===== config.mk =====
export PLATFORM = sky130hd
export DESIGN_NAME = hazard_scoreboard
export DESIGN_NICKNAME = d
export VERILOG_FILES = /design/src/rtl/hazard_pkg.sv /design/src/rtl/hazard_port_match.sv /design/src/rtl/hazard_scoreboard.sv
export SDC_FILE = /design/constraint.sdc
export NUM_CORES = 1
export LEC_CHECK = 0
export ABC_AREA = 1
export CORE_MARGIN = 1
export CORE_UTILIZATION = 45
export CTS_BUF_LIST = sky130_fd_sc_hd__clkbuf_4 sky130_fd_sc_hd__clkbuf_8
export DETAILED_ROUTE_END_ITERATION = 6
export PLACE_DENSITY = 0.77
export SETUP_SLACK_MARGIN = 0.2
export SKIP_LAST_GASP = 1
export SLEW_MARGIN = 20
export SYNTH_ARGS = -nofsm -noshare
export SYNTH_HDL_FRONTEND = slang
export SYNTH_SLANG_ARGS = --single-unit

===== constraint.sdc =====
create_clock -name clk_i -period 1.65 [get_ports clk_i]
set_input_delay 0.4125 -clock clk_i [delete_from_list [all_inputs] [get_ports clk_i]]
set_output_delay 0.4125 -clock clk_i [all_outputs]
set_load 0.005 [all_outputs]

===== src/rtl/hazard_pkg.sv =====
// Shared types and helpers for the hazard scoreboard.
// - sb_entry_t : one tracked pipeline stage {valid, addr, is_load}
// - CTL_*      : control-hazard channel indices
// - sel_width  : width of a per-port bypass stage select
package hazard_pkg;

    // Entries carry a fixed-width address; designs with narrower ADDR_W zero-extend.
    localparam int unsigned SB_ADDR_W_MAX = 16;

    localparam int unsigned CTL_CALL   = 0;
    localparam int unsigned CTL_RET    = 1;
    localparam int unsigned CTL_BRANCH = 2;

    typedef struct packed {
        logic                     valid;
        logic [SB_ADDR_W_MAX-1:0] addr;
        logic                     is_load;
    } sb_entry_t;

    // Stage select encodes 0 (register file) up to DEPTH.
    function automatic int unsigned sel_width(input int unsigned depth);
        return $clog2(depth + 1);
    endfunction

endpackage


===== src/rtl/hazard_port_match.sv =====
// Youngest-match priority encoder for a single decode read port.
// Ports:
//   entries_i : scoreboard, index k holds stage k+1
//   rd_en_i   : port read enable
//   rd_addr_i : port read address
//   hazard_o  : this port must stall
//   sel_o     : bypass stage select, 0 = register file
module hazard_port_match
    import hazard_pkg::*;
#(
    parameter int unsigned ADDR_W     = 5,
    parameter int unsigned DEPTH      = 4,
    parameter int unsigned SEL_W      = 3,
    parameter int unsigned FWD_EN     = 0,
    parameter int unsigned ALU_READY  = 2,
    parameter int unsigned LOAD_READY = 3,
    parameter int unsigned ZERO_HARD  = 0
) (
    input  sb_entry_t [DEPTH-1:0] entries_i,
    input  logic                  rd_en_i,
    input  logic [ADDR_W-1:0]     rd_addr_i,
    output logic                  hazard_o,
    output logic [SEL_W-1:0]      sel_o
);

    logic [SB_ADDR_W_MAX-1:0] rd_ext;
    logic                     blocked;
    logic                     hit;
    int                       hit_stage;
    logic                     hit_load;

    assign blocked = (ZERO_HARD != 0) && (rd_addr_i == '0);

    always_comb begin
        rd_ext                = '0;
        rd_ext[ADDR_W-1:0]    = rd_addr_i;
    end

    always_comb begin
        hit       = 1'b0;
        hit_stage = 0;
        hit_load  = 1'b0;
        // Scan oldest to youngest so the youngest match overwrites older ones.
        for (int k = int'(DEPTH) - 1; k >= 0; k--) begin
            if (rd_en_i && !blocked && entries_i[k].valid && (entries_i[k].addr == rd_ext)) begin
                hit       = 1'b1;
                hit_stage = k + 1;
                hit_load  = entries_i[k].is_load;
            end
        end
    end

    always_comb begin
        hazard_o = 1'b0;
        sel_o    = '0;
        if (hit) begin
            if (FWD_EN == 0) begin
                hazard_o = 1'b1;
            end else if (hit_stage >= (hit_load ? int'(LOAD_READY) : int'(ALU_READY))) begin
                sel_o = SEL_W'(hit_stage);
            end else begin
                hazard_o = 1'b1;
            end
        end
    end

endmodule


===== src/rtl/hazard_scoreboard.sv =====
// Decode-stage data/control hazard scoreboard with optional forwarding.
// Ports:
//   clk_i, rst_i        : clock, asynchronous active-high reset
//   freeze_i            : global hold, scoreboard does not shift
//   flush_i             : kill decode instruction, bubble enters stage 1
//   wr_en_i/addr/is_load: decode instruction destination info
//   rd_en_i, rd_addr_i  : per-port read requests (packed addresses)
//   ctl_set_i/ctl_clr_i : per-channel control-hazard flag set/clear
//   data_hazard_o       : stall decode this cycle
//   control_hazard_o    : OR of control flags
//   fwd_sel_o           : per-port bypass stage select, 0 = register file
//   stall_cnt_o         : saturating count of hazard cycles
module hazard_scoreboard
    import hazard_pkg::*;
#(
    parameter int unsigned ADDR_W     = 5,
    parameter int unsigned NUM_RD     = 2,
    parameter int unsigned DEPTH      = 4,
    parameter int unsigned NUM_CTL    = 3,
    parameter int unsigned FWD_EN     = 0,
    parameter int unsigned ALU_READY  = 2,
    parameter int unsigned LOAD_READY = 3,
    parameter int unsigned ZERO_HARD  = 0
) (
    input  logic                                 clk_i,
    input  logic                                 rst_i,
    input  logic                                 freeze_i,
    input  logic                                 flush_i,
    input  logic                                 wr_en_i,
    input  logic [ADDR_W-1:0]                    wr_addr_i,
    input  logic                                 wr_is_load_i,
    input  logic [NUM_RD-1:0]                    rd_en_i,
    input  logic [NUM_RD*ADDR_W-1:0]             rd_addr_i,
    input  logic [NUM_CTL-1:0]                   ctl_set_i,
    input  logic [NUM_CTL-1:0]                   ctl_clr_i,
    output logic                                 data_hazard_o,
    output logic                                 control_hazard_o,
    output logic [NUM_RD*sel_width(DEPTH)-1:0]   fwd_sel_o,
    output logic [15:0]                          stall_cnt_o
);

    localparam int unsigned SEL_W = sel_width(DEPTH);

    sb_entry_t [DEPTH-1:0] sb_q, sb_d;
    sb_entry_t             new_entry;
    logic [NUM_CTL-1:0]    ctl_q, ctl_d;
    logic [15:0]           stall_cnt_q, stall_cnt_d;
    logic [NUM_RD-1:0]     port_hazard;

    for (genvar g = 0; g < NUM_RD; g++) begin : g_port
        hazard_port_match #(
            .ADDR_W     (ADDR_W),
            .DEPTH      (DEPTH),
            .SEL_W      (SEL_W),
            .FWD_EN     (FWD_EN),
            .ALU_READY  (ALU_READY),
            .LOAD_READY (LOAD_READY),
            .ZERO_HARD  (ZERO_HARD)
        ) u_match (
            .entries_i (sb_q),
            .rd_en_i   (rd_en_i[g]),
            .rd_addr_i (rd_addr_i[g*ADDR_W +: ADDR_W]),
            .hazard_o  (port_hazard[g]),
            .sel_o     (fwd_sel_o[g*SEL_W +: SEL_W])
        );
    end

    assign data_hazard_o    = |port_hazard;
    assign control_hazard_o = |ctl_q;
    assign stall_cnt_o      = stall_cnt_q;

    // A stalled, flushed or r0-targeting decode instruction enters as a bubble.
    always_comb begin
        new_entry                  = '0;
        new_entry.addr[ADDR_W-1:0] = wr_addr_i;
        new_entry.is_load          = wr_is_load_i;
        new_entry.valid            = wr_en_i & ~data_hazard_o & ~flush_i &
                                     ~((ZERO_HARD != 0) && (wr_addr_i == '0));
    end

    always_comb begin
        sb_d = sb_q;
        if (!freeze_i) begin
            sb_d = {sb_q[DEPTH-2:0], new_entry};
        end
    end

    // Clear wins over set; flags ignore freeze.
    assign ctl_d = (ctl_q | ctl_set_i) & ~ctl_clr_i;

    always_comb begin
        stall_cnt_d = stall_cnt_q;
        if ((data_hazard_o || control_hazard_o) && (stall_cnt_q != 16'hFFFF)) begin
            stall_cnt_d = stall_cnt_q + 16'd1;
        end
    end

    always_ff @(posedge clk_i or posedge rst_i) begin
        if (rst_i) begin
            sb_q        <= '0;
            ctl_q       <= '0;
            stall_cnt_q <= '0;
        end else begin
            sb_q        <= sb_d;
            ctl_q       <= ctl_d;
            stall_cnt_q <= stall_cnt_d;
        end
    end

endmodule


======== Word level (Yosys, flattened, before mapping) ========
Index checks and enable logic that the tools add are counted.
word-level totals
  flip-flop bits (word level) ............. 43
  output and inout bits ................... 24
cells by class
  add/sub/neg operators ................... 1
  equal/unequal tests ..................... 9
  multiplexer cells ....................... 10
  bitwise logic cells ..................... 7
  reduce and logical (&&, ||, !) cells .... 20
operator list
  cell                                            number
  == test 5 bit                                   8
  logical AND 1 bit                               17
  adder 16 x 1 -> 16 bit (second input constant)  1
  inequality test 16 bit (second input constant)  1
  2-to-1 mux 1 bit                                10
  bitwise AND 3 bit                               1
  NOT 3 bit                                       1
  OR 3 bit                                        1
  OR reduction 3 bit                              1
  bitwise AND 1 bit                               2
  NOT 1 bit                                       2
  OR reduction 2 bit                              1
  logical OR 1 bit                                1

======== Depth between registers and ports, before layout ========
  word-level depth ........................ 11
  mapped depth ............................ 12
  mapped depth without buffers ............ 11

======== Modules after synthesis ========
Synthesis repeated with hierarchy kept, for this count alone.
unflattened totals
  cell total of the unflattened synthesis .. 561
  area, all modules ....................... 3392.0 sq um
by module, submodules not included
  module             times used  cells each  area an instance (sq um)
  hazard_scoreboard  1           281         2235.9
  hazard_port_match  2           140         578.1

======== Least setup slack after synthesis ========
Ideal clock, no wire load.
  path type ............................... reg2reg
  start point ............................. register stall_cnt_q[0], in the netlist stall_cnt_o[0]
  end point ............................... register stall_cnt_q[7], in the netlist stall_cnt_o[7]
  setup time .............................. 117 ps
  arrival ................................. 1304 ps
  data required time ...................... 1533 ps
  slack ................................... 229 ps
  stages on the path, launching flop included .. 10
  path buffers ............................ 0
  clock period less this slack ............ 1421 ps
  cell sequence ........................... dfrtp_1 > ha_1 > nand2_1 > inv_1 > nand4_2 > inv_1 > nor3_1 > nand2_2 > nand2_1 > nand2_1
on the way
  word-level cells in the longest chain between the ends .. 2
ends and longest elaborated chain
  element                                                         RTL line                  text
  start: declaration                                              hazard_scoreboard.sv:47   logic [15:0] stall_cnt_q, stall_cnt_d;
  start signal: assignment                                        hazard_scoreboard.sv:106  stall_cnt_q <= stall_cnt_d;
  branches (longest 2 deep; another with adder 16 x 1 -> 16 bit)  --
Parallel ways; which one is timed is not known.
A chain may end at the register's enable or synchronous reset.

======== Final worst setup path ========
  start point ............................. register stall_cnt_q[7], in the netlist stall_cnt_o[7]
  end point ............................... register stall_cnt_q[14], in the netlist stall_cnt_o[14]
The elaborated chain is that of the path after synthesis.

==> run_results.csv <==
group,metric,value,unit
hold_path,hp-class,"in2async",
route,vias_per_cell,5.204,
sta,fin_ws,-0.2835,ns
cells_and_area,area_growth,48.00,%
route,final_antenna_net_count,0,
global_route,grt_usage,0.2543,
outcome,status,"finished, violations left",
sta,clock_skew,0.008298,ns
sta,max_freq,517.2,MHz
cts,clock_latency,0.30,ns
floorplanning,die_h,80.66,um
cts,cts_buffers,5,
power_and_ir_drop,ir_drop,0.6487,mV
floorplanning,core-area,5956,sq um
sta,setup_viol,17,
place,gp_congestion,0.9037,
sta,slew_viol_final,0,
job,drv_cap,0,
worst_setup_path,slowest_stage,"dfrtp_1",
sta,finalSetupTns,-2.378,ns
route,drt-total-wl,8869,um
route,routedWlPerCell,14.56,um
cells_and_area,drive_gt1_frac,0.3034,
global_route,grt_pass1_vias,2670,
cts,cts_tree,"built",
cts,h-tree-depth,2,
floorplanning,io_pins,53,
global_route,grt_start_max_net_pins,44,
cells_and_area,postLayoutCoreUtil,0.6918,
route,num_vias,3169,
worst_setup_path,worstSetupPathType,"reg2reg",
worst_setup_path,path_buf_inv,2,
floorplanning,fp.dieW,80.66,um
power_and_ir_drop,p_leak,0.002197,uW
floorplanning,initial_utilization,0.4674,
synth,synth_cell_types,28,
worst_setup_path,start_kind,"register",
cells_and_area,diodes,0,
synth,syn_avg_cell_area,6.644,sq um
worst_setup_path,cp_data_arrival_time,2.17,ns
sta,post-route-period-util,1.172,
route,drc_errors,0,
power_and_ir_drop,p_total,3302,uW
global_route,antenna_found_initial,0,
cts,cts.clk_slew.worst_paths,0.09,ns
sta,grt_setup_unrepaired,"true",
synth,yosys_warnings,0,
route,drt-pass1-iter-count,6,
sta,fin_crit,1.934,ns
worst_setup_path,timing.critical_path.required,1.89,ns
synth,synthCells,419,
global_route,overflow,0,
cts,cts.sinks,43,
cells_and_area,fillerInstances,464,
cts,cts_buffer_depth,2,
synth,synth_area,2784,sq um
worst_setup_path,crit_fanout,4,
worst_setup_path,cpPeakStageDelay,0.38,ns
place,dp.final_hpwl,5134,um
sta,finalHoldViolCount,0,
synth,synth-seq-cells,43,
synth,synth-seq-area-share,0.3865,
route,drtIter0Drc,265,
place,numPortBuffers,45,
worst_setup_path,cp_top_family,"simple AND/OR/NAND/NOR gates",
outcome,violations,"negative setup slack",
worst_setup_path,crit_chain,"buf_4, nand2_1, nor3_2, buf_4, nand4_1, nor2_1, xor2_1, nand3_1, nand2_1",
floorplanning,die_area,6505,sq um
cts,cts_hold_buf,0,
floorplanning,num_rows,28,
worst_setup_path,crit_path_end_kind,"register",
cts,root_buffer,"clkbuf_8",
power_and_ir_drop,power_density,801.3,nW/um^2
global_route,grt_pass1_wl,12580,um
cells_and_area,final_nets,563,
worst register-to-register path, cell delays in order (launching register included):
cell,delay [ns]
dfrtp_1,0.38
buf_4,0.14
nand2_1,0.10
nor3_2,0.27
buf_4,0.21
nand4_1,0.13
nor2_1,0.24
xor2_1,0.23
nand3_1,0.10
nand2_1,0.07
cell families after synthesis:
logic type / synth area share
other cells: 0.001347
flops: 0.3865
compound gates: 0.05618
buf+inv: 0.1029
xor+xnor: 0.03461
fa+ha+maj: 0.004494
simple gates: 0.4139
final cells by class:
| type | instances | area [sq um] | share of cell area |
|---|---|---|---|
| Sequential cell | 43 | 1077 | 0.2615 |
| Timing Repair Buffer | 115 | 1064 | 0.2581 |
| Clock buffer | 6 | 76.32 | 0.01852 |
| Inverter | 52 | 195.2 | 0.04737 |
| Clock inverter | 2 | 12.51 | 0.003037 |
| Multi-Input combinational cell | 316 | 1602 | 0.3887 |
| Tap cell | 75 | 93.84 | 0.02278 |
report_power, final:
part           switching (uW)  internal [uW]  leakage (uW)  total [uW]
sequential                146           1190      0.000554        1340
combinational             616            660       0.00160        1280
clock                     374            313     0.0000446         687
total                    1140           2170       0.00220        3300
per-layer routing:
| layer | vias to the layer above | track usage | wire length, um |
|---|---|---|---|
| li1 | 1507 | - | - |
| met1 | 1448 | 0.3465 | 3623 |
| met2 | 172 | 0.4110 | 4267 |
| met3 | 42 | 0.03409 | 656 |
| met4 | 0 | 0.08750 | 321 |
| met5 | - | 0 | 0 |
worst paths after layout:
path                                                   from                           to  slack [ns]  cells past startpoint
worst max-delay path             stall_cnt_o[7]$_DFFE_PP0P_  stall_cnt_o[14]$_DFFE_PP0P_       -0.28                      9
worst min-delay path                                  rst_i           ctl_q[1]$_DFF_PP0_        0.46                      3
worst max register to register   stall_cnt_o[7]$_DFFE_PP0P_  stall_cnt_o[14]$_DFFE_PP0P_       -0.28                      9
worst min register to register  stall_cnt_o[15]$_DFFE_PP0P_  stall_cnt_o[15]$_DFFE_PP0P_        0.52                      2
max in group asynchronous                             rst_i   stall_cnt_o[2]$_DFFE_PP0P_        0.98                      3
min in group clk_i              stall_cnt_o[15]$_DFFE_PP0P_  stall_cnt_o[15]$_DFFE_PP0P_        0.52                      2
Yosys cell counts:
cell type	instances	area, sq um
buf_2	1	5.000
nand4_2	1	12.51
buf_4	6	45.04
nand2_2	8	50.05
a21oi_1	2	10.01
nand3_1	27	135.1
inv_2	7	26.28
o21ai_1	4	20.02
o21ai_0	24	120.1
nand4_1	2	12.51
inv_1	45	168.9
clkbuf_1	5	18.77
nor2_2	1	6.260
conb_1	1	3.750
nor3_2	3	30.03
nor3_1	6	30.03
buf_6	2	22.52
ha_1	1	12.51
nand3b_1	1	7.510
dfrtp_1	43	1076
nand3_2	4	40.04
xnor2_1	4	35.03
o22ai_1	1	6.260
nand2_1	166	623.1
nor2_4	2	22.52
nand3_4	1	17.52
nor2_1	44	165.2
xor2_1	7	61.31
sequential cells by signal (all words and copies together), names as in the netlist:
register,count
sb_q,24
stall_cnt_o,16
ctl_q,3
cells in the final DEF (no fill, tap or decap), types with 3 or more instances in the layout:
master           Yosys  layout
nand2_1            166     153
buf_4                6      54
dfrtp_1             43      42
nor2_1              44      35
inv_1               45      32
o21ai_0             24      23
nand3_1             27      21
inv_2                7      19
nand2_2              8      19
clkdlybuf4s50_1      0      15
dlygate4sd2_1        0      14
nand3_2              4      10
clkbuf_2             0      10
nor2_2               1       8
buf_6                2       8
xor2_1               7       7
buf_12               0       7
nor3_2               3       6
conb_1               1       6
o21ai_1              4       5
clkbuf_8             0       5
clkdlybuf4s15_1      0       5
nor2_4               2       4
xnor2_1              4       4
nor3_1               6       3
timing repair:
item                                    CTS  global route
gates cloned                              2             1
setup buffers                            27            10
pin swaps                                13            22
resized for setup                        65            56
endpoints found under the setup margin   35            21
metrics by stage:
step | worst slack, ns | cell area [sq um] | hold WS (ns) | cells
floorplan | 0.2294 | 2803 | 0.4604 | 424
global placement | -0.9331 | 3526 | 0.4779 | 561
detailed placement | -0.9431 | 3526 | 0.4944 | 561
CTS | -0.2217 | 3940 | 0.4710 | 598
global route | -0.3454 | 4120 | 0.5071 | 609
finish | -0.2835 | 4120 | 0.4561 | 609
Note: power is estimated with default switching activity, not from simulation.
